--- src/rtl/vga_text_console_if.sv ---
// Character stream and text-buffer port A bundle for the 80x30 text console.
// slave is the console side; master is the producer / buffer side.
interface vga_text_console_if #(
   parameter int ADDR_W = 12
);
   logic              in_valid;
   logic              in_ready;
   logic [7:0]        in_char;
   logic [7:0]        in_attr;
   logic              mem_en;
   logic              mem_we;
   logic [ADDR_W-1:0] mem_addr;
   logic [15:0]       mem_wd;
   logic [15:0]       mem_rd;

   modport slave (
      input  in_valid, in_char, in_attr, mem_rd,
      output in_ready, mem_en, mem_we, mem_addr, mem_wd
   );

   modport master (
      output in_valid, in_char, in_attr, mem_rd,
      input  in_ready, mem_en, mem_we, mem_addr, mem_wd
   );
endinterface

--- src/rtl/vga_text_console.sv ---
// Character-stream front end for the text card: takes {attr,char} over
// valid/ready, keeps the cursor, handles CR/LF/BS, clears the screen and
// scrolls by copying cells through buffer port A.
// ROWS*COLS must not exceed 2**ADDR_W so cell addresses never wrap.
module vga_text_console #(
   parameter int         COLS       = 80,
   parameter int         ROWS       = 30,
   parameter logic [7:0] BLANK_ATTR = 8'h0F,
   parameter int         ADDR_W     = 12
) (
   input  logic               clk,
   input  logic               rst,
   vga_text_console_if.slave  bus,
   input  logic               clear,
   output logic               busy,
   output logic [4:0]         cursor_row,
   output logic [6:0]         cursor_col
);

   localparam int CELLS     = ROWS * COLS;
   localparam int CNT_W     = $clog2(CELLS + 1);
   localparam int COPY_LAST = (ROWS - 1) * COLS - 1;
   localparam int LAST_ROW0 = (ROWS - 1) * COLS;

   localparam logic [7:0]  CH_BS      = 8'h08;
   localparam logic [7:0]  CH_LF      = 8'h0A;
   localparam logic [7:0]  CH_CR      = 8'h0D;
   localparam logic [15:0] BLANK_CELL = {BLANK_ATTR, 8'h20};

   typedef enum logic [2:0] {CLR, IDLE, PROC, SC_RD, SC_WR, SC_BL} state_t;

   state_t            state;
   logic [CNT_W-1:0]  cnt;
   logic [4:0]        row_q;
   logic [6:0]        col_q;
   logic [7:0]        char_q;
   logic [7:0]        attr_q;
   logic              pend_q;
   logic              busy_q;
   logic              en_q;
   logic              we_q;
   logic [ADDR_W-1:0] addr_q;
   logic [15:0]       wd_q;
   logic              wd_from_rd_q;

   logic              accept;
   logic              acc_we;
   logic [ADDR_W-1:0] acc_addr;
   logic [15:0]       acc_wd;
   logic              adv_row;
   logic              scroll_req;
   logic [4:0]        nxt_row;
   logic [6:0]        nxt_col;

   function automatic logic [ADDR_W-1:0] cell_addr(input logic [4:0] r, input logic [6:0] c);
      return ADDR_W'(r) * ADDR_W'(COLS) + ADDR_W'(c);
   endfunction

   // A pending or fresh clear always beats an incoming character.
   assign bus.in_ready = (state == IDLE) && !clear && !pend_q;
   assign accept       = bus.in_valid && bus.in_ready;

   // During the copy phase the write data is the cell read in the previous cycle.
   assign bus.mem_wd   = wd_from_rd_q ? bus.mem_rd : wd_q;
   assign bus.mem_en   = en_q;
   assign bus.mem_we   = we_q;
   assign bus.mem_addr = addr_q;
   assign busy         = busy_q;
   assign cursor_row   = row_q;
   assign cursor_col   = col_q;

   // Write issued on the accept edge so it shows up in the very next cycle.
   always_comb begin
      acc_we   = 1'b0;
      acc_addr = cell_addr(row_q, col_q);
      acc_wd   = {bus.in_attr, bus.in_char};
      if (bus.in_char == CH_BS) begin
         if (col_q != 7'd0) begin
            acc_we   = 1'b1;
            acc_addr = cell_addr(row_q, col_q - 7'd1);
            acc_wd   = BLANK_CELL;
         end
      end else if (bus.in_char != CH_CR && bus.in_char != CH_LF) begin
         acc_we = 1'b1;
      end
   end

   // Cursor movement for the latched character, applied at the end of PROC.
   always_comb begin
      adv_row = 1'b0;
      nxt_col = col_q;
      case (char_q)
         CH_CR: nxt_col = 7'd0;
         CH_LF: begin
            nxt_col = 7'd0;
            adv_row = 1'b1;
         end
         CH_BS: if (col_q != 7'd0) nxt_col = col_q - 7'd1;
         default: begin
            if (col_q == 7'(COLS - 1)) begin
               nxt_col = 7'd0;
               adv_row = 1'b1;
            end else begin
               nxt_col = col_q + 7'd1;
            end
         end
      endcase
      scroll_req = adv_row && (row_q == 5'(ROWS - 1));
      nxt_row    = (adv_row && !scroll_req) ? row_q + 5'd1 : row_q;
   end

   // Latched character and attribute for the PROC cycle.
   always_ff @(posedge clk) begin
      if (accept) begin
         char_q <= bus.in_char;
         attr_q <= bus.in_attr;
      end
   end

   // Control FSM; port A outputs are registered for the cycle being entered.
   always_ff @(posedge clk or negedge rst) begin
      if (!rst) begin
         state        <= CLR;
         cnt          <= '0;
         row_q        <= '0;
         col_q        <= '0;
         pend_q       <= 1'b0;
         busy_q       <= 1'b0;
         en_q         <= 1'b0;
         we_q         <= 1'b0;
         addr_q       <= '0;
         wd_q         <= '0;
         wd_from_rd_q <= 1'b0;
      end else begin
         if (clear && state != IDLE) pend_q <= 1'b1;
         case (state)
            CLR: begin
               if (cnt == CNT_W'(CELLS)) begin
                  state  <= IDLE;
                  en_q   <= 1'b0;
                  we_q   <= 1'b0;
                  busy_q <= 1'b0;
                  row_q  <= '0;
                  col_q  <= '0;
               end else begin
                  en_q         <= 1'b1;
                  we_q         <= 1'b1;
                  addr_q       <= ADDR_W'(cnt);
                  wd_q         <= BLANK_CELL;
                  wd_from_rd_q <= 1'b0;
                  busy_q       <= 1'b1;
                  cnt          <= cnt + CNT_W'(1);
               end
            end
            IDLE: begin
               if (clear || pend_q) begin
                  state        <= CLR;
                  en_q         <= 1'b1;
                  we_q         <= 1'b1;
                  addr_q       <= '0;
                  wd_q         <= BLANK_CELL;
                  wd_from_rd_q <= 1'b0;
                  busy_q       <= 1'b1;
                  cnt          <= CNT_W'(1);
                  row_q        <= '0;
                  col_q        <= '0;
                  pend_q       <= 1'b0;
               end else if (accept) begin
                  state  <= PROC;
                  en_q   <= acc_we;
                  we_q   <= acc_we;
                  addr_q <= acc_addr;
                  wd_q   <= acc_wd;
               end
            end
            PROC: begin
               row_q <= nxt_row;
               col_q <= nxt_col;
               if (scroll_req) begin
                  state  <= SC_RD;
                  en_q   <= 1'b1;
                  we_q   <= 1'b0;
                  addr_q <= ADDR_W'(COLS);
                  cnt    <= '0;
                  busy_q <= 1'b1;
               end else begin
                  state <= IDLE;
                  en_q  <= 1'b0;
                  we_q  <= 1'b0;
               end
            end
            SC_RD: begin
               state        <= SC_WR;
               we_q         <= 1'b1;
               addr_q       <= ADDR_W'(cnt);
               wd_from_rd_q <= 1'b1;
            end
            SC_WR: begin
               wd_from_rd_q <= 1'b0;
               if (cnt == CNT_W'(COPY_LAST)) begin
                  state  <= SC_BL;
                  cnt    <= CNT_W'(LAST_ROW0);
                  we_q   <= 1'b1;
                  addr_q <= ADDR_W'(LAST_ROW0);
                  wd_q   <= BLANK_CELL;
               end else begin
                  state  <= SC_RD;
                  we_q   <= 1'b0;
                  cnt    <= cnt + CNT_W'(1);
                  addr_q <= ADDR_W'(cnt) + ADDR_W'(COLS + 1);
               end
            end
            SC_BL: begin
               if (cnt == CNT_W'(CELLS - 1)) begin
                  state  <= IDLE;
                  en_q   <= 1'b0;
                  we_q   <= 1'b0;
                  busy_q <= 1'b0;
               end else begin
                  cnt    <= cnt + CNT_W'(1);
                  addr_q <= ADDR_W'(cnt + CNT_W'(1));
               end
            end
            default: state <= CLR;
         endcase
      end
   end

endmodule

--- src/flat_wrapper.sv ---
// flat-port wrapper written by rule: the top's interface ports become plain ports
module vga_text_console_flat 
#(
   parameter int         COLS       = 80,
   parameter int         ROWS       = 30,
   parameter logic [7:0] BLANK_ATTR = 8'h0F,
   parameter int         ADDR_W     = 12
)
  (clk, rst, clear, busy, cursor_row, cursor_col, bus_in_valid, bus_in_char, bus_in_attr, bus_mem_rd, bus_in_ready, bus_mem_en, bus_mem_we, bus_mem_addr, bus_mem_wd);
  vga_text_console_if #(.ADDR_W(ADDR_W)) bus_i ();
  input  logic clk;
  input  logic rst;
  input  logic clear;
  output logic busy;
  output logic [4:0] cursor_row;
  output logic [6:0] cursor_col;
  input wire logic [$bits(bus_i.in_valid)-1:0] bus_in_valid;
  input wire logic [$bits(bus_i.in_char)-1:0] bus_in_char;
  input wire logic [$bits(bus_i.in_attr)-1:0] bus_in_attr;
  input wire logic [$bits(bus_i.mem_rd)-1:0] bus_mem_rd;
  output wire logic [$bits(bus_i.in_ready)-1:0] bus_in_ready;
  output wire logic [$bits(bus_i.mem_en)-1:0] bus_mem_en;
  output wire logic [$bits(bus_i.mem_we)-1:0] bus_mem_we;
  output wire logic [$bits(bus_i.mem_addr)-1:0] bus_mem_addr;
  output wire logic [$bits(bus_i.mem_wd)-1:0] bus_mem_wd;
  assign bus_i.in_valid = bus_in_valid;
  assign bus_i.in_char = bus_in_char;
  assign bus_i.in_attr = bus_in_attr;
  assign bus_i.mem_rd = bus_mem_rd;
  assign bus_in_ready = bus_i.in_ready;
  assign bus_mem_en = bus_i.mem_en;
  assign bus_mem_we = bus_i.mem_we;
  assign bus_mem_addr = bus_i.mem_addr;
  assign bus_mem_wd = bus_i.mem_wd;
  vga_text_console #(.COLS(COLS), .ROWS(ROWS), .BLANK_ATTR(BLANK_ATTR), .ADDR_W(ADDR_W)) u_core (.clk(clk), .rst(rst), .bus(bus_i), .clear(clear), .busy(busy), .cursor_row(cursor_row), .cursor_col(cursor_col));
endmodule
--- config.mk ---
export PLATFORM = sky130hd
export DESIGN_NAME = vga_text_console_flat
export DESIGN_NICKNAME = d
export VERILOG_FILES = /design/src/rtl/vga_text_console_if.sv /design/src/rtl/vga_text_console.sv /design/src/flat_wrapper.sv
export SDC_FILE = /design/constraint.sdc
export NUM_CORES = 1
export LEC_CHECK = 0
export ABC_AREA = 1
export CAP_MARGIN = 20
export CELL_PAD_IN_SITES_DETAIL_PLACEMENT = 1
export CELL_PAD_IN_SITES_GLOBAL_PLACEMENT = 2
export CORE_ASPECT_RATIO = 1.1
export CORE_UTILIZATION = 32
export CTS_CLUSTER_DIAMETER = 40
export DETAILED_ROUTE_END_ITERATION = 10
export GPL_ROUTABILITY_DRIVEN = 0
export PLACE_DENSITY = 0.95
export REMOVE_ABC_BUFFERS = 1
export SLEW_MARGIN = 20
export SYNTH_ARGS = -nofsm -noshare
export SYNTH_HDL_FRONTEND = slang
export SYNTH_SLANG_ARGS = --single-unit
--- constraint.sdc ---
create_clock -name clk -period 4.1 [get_ports clk]
set_input_delay 1.23 -clock clk [delete_from_list [all_inputs] [get_ports clk]]
set_output_delay 1.23 -clock clk [all_outputs]
set_load 0.01 [all_outputs]
==> summary.txt, run 1 <==
Status
  – Outcome: completed

Synth
  – Synth warn: 0
  – Post-synth EDFFs: 8
  – Cell taking the most area after synthesis: dfrtp_1
  – FFs w/ async S/R, synth: 88.2%
  – Avg Synthesized Cell Area: 6.69 um2
  – Synth unique cells: 36
  – Mapped Area: 5030 um2
  – Mapped Cells: 751
  – Synth top area share: 29.9%
  – Main area contributors after synthesis: dfrtp_1, nand2_1, nand3_1
  – Post-synth top flop: dfrtp_1
  – Seq cells post-synth: 68
  – Sequential share of the synthesized area: 34.7%

Global route
  – GRT Residual Overflow: 0
  – Largest net degree at the start of global routing: 34
  – Vias in the first global route: 5,227
  – Gr usage total: 21.2%
  – Initial antenna violation count: 0
  – First-pass GRT wire length: 26.8 mm

Die
  – Initial Util: 33.1%
  – Core area: 15,200 um2
  – Horiz. Die Dim: 121 um
  – Die area: 16,200 um2
  – Die Span Y: 133 um
  – # IOs: 80
  – Core Rows: 47

Detailed routing
  – Drt first pass iters: 4
  – Routed Antenna Nets: 0
  – Remaining DRCs: 0
  – Wirelength per Cell: 15.3 um
  – Detailed router's first-iteration violation count: 293
  – Total number of vias: 4,999
  – Drt total wl: 15.7 mm
  – Routed vias/inst: 4.87

Cells and area
  – Area growth syn-to-layout: 25.2%
  – Nets: 883
  – Share of layout cells above drive strength 1: 6.27%
  – # diodes: 0
  – Design area: 6290 um2

Worst setup path
  – Kind of critical path: primary input to output pin
  – Crit start category: primary input
  – CP Data Arrival Time: 2.54 ns
  – Crit end category: output pin
  – CP max FO: 2
  – Reg2reg setup slack: 1.19 ns
  – Worst endpoint required time: 2.87 ns

Timing
  – Final Critical Period: 3.77 ns
  – Max Clock Freq: 265 MHz
  – Final setup TNS: 0 ns
  – Post-Route Skew: 0.00498 ns
  – Relative slew slack: 38.8%
  – Unrepaired setup endpoints after global routing: false
  – Final setup vio count: 0
  – Max Slew Vio Count: 0
  – Fin crit share: 91.9%
  – Final Hold Fails: 0
  – Worst slew pin tran: 0.918 ns

Pwr
  – P_int: 1.52 mW
  – Clk pwr share: 34.6%
  – P per Cell Area: 371 nW/um2
  – Worst vdd ir: 0.000224 V
  – Leak: 2.99 nW
  – Sw Ratio: 35.0%
  – Switching pwr: 0.818 mW
  – Sequential power share: 37.2%
  – Logic pwr share: 28.2%

CTS
  – Clk buf depth: 2
  – CTS clock-pin slew for the worst setup and hold paths: 0.06 ns
  – Clock tree root buffer cell: clkbuf_16
  – Clock latency on the worst-skew pair: 0.35 ns
  – Postcts setup bufs: 0
  – CTS buffer count: 9
  – CTS tree: built
  – Post-CTS sizing: 0
  – Clk sinks: 68
  – # hold bufs at CTS: 0
  – H-tree depth: 3

Worst hold path
  – Min-Delay Path Class: flop to flop

Placement
  – Port Buffers: 79
  – DP HPWL: 12.2 mm
  – Placed instance area: 5990 um2

Run
  – Max-cap violations: 0
-- synthesized netlist by cell type, drive strengths merged (7+ instances only) --
cell type  instances
ha                19
nand3             85
nor2              79
edfxtp             8
nor3               7
xor2              13
o21ai             69
dfrtp             60
inv              101
buf               17
a21oi             18
nand2            238
-- per-stage QoR --
stage               std cells  hold slack, ns  power, mW  setup slack (ns)  utilization [%]
floorplan                 730           0.483       1.24              1.10                -
global placement         1010           0.465       1.52             0.364             39.5
detailed placement       1010           0.468       1.54             0.325             39.5
CTS                      1026           0.485       2.36             0.320             41.4
global route             1026           0.517       2.48             0.246             41.5
finish                   1026           0.485       2.34             0.333             41.5
-- worst max-delay path: stages --
cell and delay (ns):
clkdlybuf4s50_1 0.40, nor2_1 0.13, inv_1 0.11, nor2_4 0.13
clkdlybuf4s50_1 0.55
-- final timing paths --
path / from / end / depth (start not counted)
setup / recovery: clear / bus_in_ready / 5
hold / removal: u_core.bus.mem_addr[8]$_DFFE_PN0P_ / u_core.bus.mem_addr[8]$_DFFE_PN0P_ / 2
setup reg to reg: u_core.cursor_col[0]$_DFFE_PN0P_ / u_core.bus.mem_addr[10]$_DFFE_PN0P_ / 15
hold reg to reg: u_core.bus.mem_addr[8]$_DFFE_PN0P_ / u_core.bus.mem_addr[8]$_DFFE_PN0P_ / 2
max in group asynchronous: rst / u_core.bus.mem_addr[2]$_DFFE_PN0P_ / 2
min in group asynchronous: rst / u_core.wd_q[8]$_DFFE_PN0P_ / 1
-- cell families (layout without fill, tap and decap cells) --
family	after synthesis	after routing	synth area share, %
flip-flops	68	68	34.7
adder cells (fa/ha/maj)	22	22	5.92
AO/OA/AOI/OAI	100	100	10.6
XOR/XNOR	17	17	2.96
buffers and inverters	122	201	9.93
AND/OR/NAND/NOR	422	422	36.0
-- flip-flops by register name, indices dropped and copies added, names as in the netlist --
name	count
u_core.char_q	8
u_core.bus.mem_addr	12
u_core.wd_q	16
u_core.pend_q	1
u_core.cursor_row	5
u_core.wd_from_rd_q	1
u_core.cursor_col	7
u_core.bus.mem_en	1
u_core.cnt	12
u_core.state	3
u_core.busy	1
u_core.bus.mem_we	1
-- power by group through the flow --
stage	combinational [mW]	clock [mW]	sequential (mW)
floorplan	0.380	0	0.857
global route	0.749	0.847	0.882
finish	0.659	0.809	0.868
global placement	0.644	0	0.877
CTS	0.669	0.826	0.868
detailed placement	0.657	0	0.880
-- routing by layer --
| layer | vias up | part of all wire (%) | global-route usage [%] |
|---|---|---|---|
| li1 | 2545 | - | - |
| met1 | 2376 | 46 | 27.5 |
| met2 | 60 | 50 | 36.0 |
| met3 | 18 | 2.2 | 2.74 |
| met4 | 0 | 1.5 | 7.00 |
| met5 | - | 0 | 0 |
-- layout make-up --
type	instances	area [um2]
fillers	1980	8880
multi-input cells	561	2790
flip-flops and latches	68	1740
repair buffers	84	836
inverters	101	379
well taps	196	245
clock buffers	9	225
clock inverters	7	76.3
-- cells in the final DEF, fill, tap and decap left out, types with 4 or more instances in the layout --
master           count
dfrtp_1             60
nand2_1            233
edfxtp_1             8
inv_2                8
nand3_1             83
o211ai_1             6
o21ai_1             19
nor2_4               5
o21ai_0             50
inv_1               93
nand2_2              5
nor2_1              69
a21oi_1             18
xor2_1              13
clkdlybuf4s50_1     78
nor2_2               5
nor3_1               6
ha_1                19
nand4_1              6
buf_4                4
xnor2_1              4
clkbuf_16            9
Note: power is estimated with default switching activity, not from simulation.
==> run 2, diff against run 1 <==
- CORE_MARGIN: unset -> 5
- HOLD_SLACK_MARGIN: unset -> 0.05
==> summary.txt, run 2 (same netlist as run 1, synthesis figures left out) <==
Status
  – Outcome: completed

Worst setup path
  – Worst endpoint required time: 2.87 ns
  – FF-to-FF Start: u_core.cursor_col[0]$_DFFE_PN0P_
  – CP delay by family, top: buffers and inverters
  – Crit start category: primary input
  – Crit path depth: 5
  – CP max stage delay: 0.56 ns
  – Crit end category: output pin
  – R2R depth: 15
  – Reg2reg setup slack: 1.15 ns
  – R2R Path End: u_core.bus.mem_addr[10]$_DFFE_PN0P_
  – Slowest stage cell on the critical path: clkdlybuf4s50_1
  – Crit path buffers/inverters: 3
  – CP Data Arrival Time: 2.56 ns
  – Crit path cell chain: clkdlybuf4s50_1, nor2_1, inv_1, nor2_4, clkdlybuf4s50_1
  – Kind of critical path: primary input to output pin
  – CP most frequent cell: clkdlybuf4s50_1
  – CP max FO: 2

Timing
  – Setup WS post-layout: 0.308 ns
  – Max Clock Freq: 264 MHz
  – Final Critical Period: 3.79 ns
  – Relative slew slack: 36.1%
  – Unrepaired setup endpoints after global routing: false
  – Final hold slack: 0.475 ns
  – Final setup TNS: 0 ns
  – Worst slew pin tran: 0.958 ns
  – Max Slew Vio Count: 0
  – Fin crit share: 92.5%
  – Post-Route Skew: 0.00720 ns
  – Final Hold Fails: 0
  – Final setup vio count: 0

Cells and area
  – Util after Layout: 40.2%
  – # diodes: 0
  – Commonest cells after routing, fill and taps aside: nand2_1, inv_1, nand3_1, clkdlybuf4s50_1, nor2_1
  – Fillers: 2,021
  – Most flop-heavy register: u_core.wd_q
  – Post-Layout Cell Count: 1,030
  – Design area: 6250 um2
  – Area growth syn-to-layout: 24.3%
  – Commonest non-fill, non-tap cell in the layout: nand2_1
  – Max FFs per register: 16
  – Nets: 883
  – Share of layout cells above drive strength 1: 6.02%

Worst hold path
  – Hold depth: 2
  – Hold EP: u_core.bus.mem_addr[9]$_DFFE_PN0P_
  – Min-Delay Path Class: flop to flop
  – Hold Path Origin: u_core.bus.mem_addr[9]$_DFFE_PN0P_

CTS
  – Clock latency on the worst-skew pair: 0.35 ns
  – CTS tree: built
  – Clk sinks: 68
  – H-tree depth: 3
  – Postcts setup bufs: 0
  – # hold bufs at CTS: 0
  – CTS clock-pin slew for the worst setup and hold paths: 0.05 ns
  – CTS buffer count: 9
  – Clock tree root buffer cell: clkbuf_16
  – Post-CTS sizing: 0
  – Clk buf depth: 2

Detailed routing
  – Met1 wire length: 6.98 mm
  – Routed Antenna Nets: 0
  – Met2 WL: 8.01 mm
  – Max Used Layer: met4
  – Detailed router's first-iteration violation count: 226
  – Total number of vias: 5,027
  – Routed wl met3: 278 um
  – Routed vias/inst: 4.88
  – Wirelength per Cell: 15.1 um
  – Remaining DRCs: 0
  – Drt total wl: 15.6 mm
  – Drt first pass iters: 4

Global route
  – Largest net degree at the start of global routing: 39
  – Initial antenna violation count: 0
  – GRT Residual Overflow: 0
  – Gr usage total: 17.9%
  – Vias in the first global route: 5,152
  – First-pass GRT wire length: 26.0 mm

Die
  – Core Rows: 48
  – Die Span Y: 141 um
  – Initial Util: 32.3%
  – Horiz. Die Dim: 129 um
  – # IOs: 80
  – Core area: 15,600 um2
  – Die area: 18,300 um2

Pwr
  – P per Cell Area: 357 nW/um2
  – Worst vdd ir: 0.000225 V
  – Leak: 2.97 nW
  – Total power: 2.23 mW

Placement
  – Dpl cells: 1,014
  – Pre-CTS WS: 0.284 ns
  – DP HPWL: 12.3 mm
  – Port Buffers: 79
  – Placed instance area: 5980 um2

Run
  – Max-cap violations: 0
==> run 2: cell types whose count changed in the layout (fill, tap and decap cells not counted) <==
cell,delta
clkbuf_1,+2
clkinv_4,-2
bufinv_16,-1
clkinv_2,+2
buf_12,-1
inv_6,-1
buf_4,+1
==> run 2: worst max path at each step <==
stage,start,to,slack (ns)
2_1_floorplan,clear,bus_in_ready,1.10
3_3_place_gp,clear,bus_in_ready,0.29
3_5_place_dp,clear,bus_in_ready,0.28
4_1_cts,clear,bus_in_ready,0.28
5_1_grt,clear,bus_in_ready,0.22
6_report,clear,bus_in_ready,0.31
==> run 2: where the power goes <==
group,switching (mW),internal [mW]
clock,0.305,0.406
sequential,0.110,0.760
combinational,0.369,0.283
total,0.783,1.45
==> run 2: per-layer routing <==
layer,up-vias,GRT usage (%)
li1,2549,-
met5,-,0
met1,2419,22.3
met4,0,6.07
met3,15,2.30
met2,44,31.6
==> run 2: final cells by class <==
type / instances / area, um2 / share of cell area (%)
clock inverter: 5 / 30.0 / 0.481
sequential: 68 / 1740 / 27.9
timing repair buffer: 84 / 823 / 13.2
clock buffer: 11 / 233 / 3.73
inverter: 101 / 379 / 6.07
tap: 200 / 250 / 4.01
multi-input combinational: 561 / 2790 / 44.7
==> run 2: worst reg2reg max path: stages, from the launching register on <==
cell	delay (ns)
dfrtp_1	0.51
inv_1	0.19
ha_1	0.29
nand2_1	0.10
xor2_1	0.21
ha_1	0.22
inv_1	0.06
fa_1	0.40
o21ai_0	0.19
nand2_1	0.10
o21ai_0	0.23
nand3_1	0.10
nand3_1	0.09
nand3_1	0.07
nand2_1	0.06
nand2_1	0.04
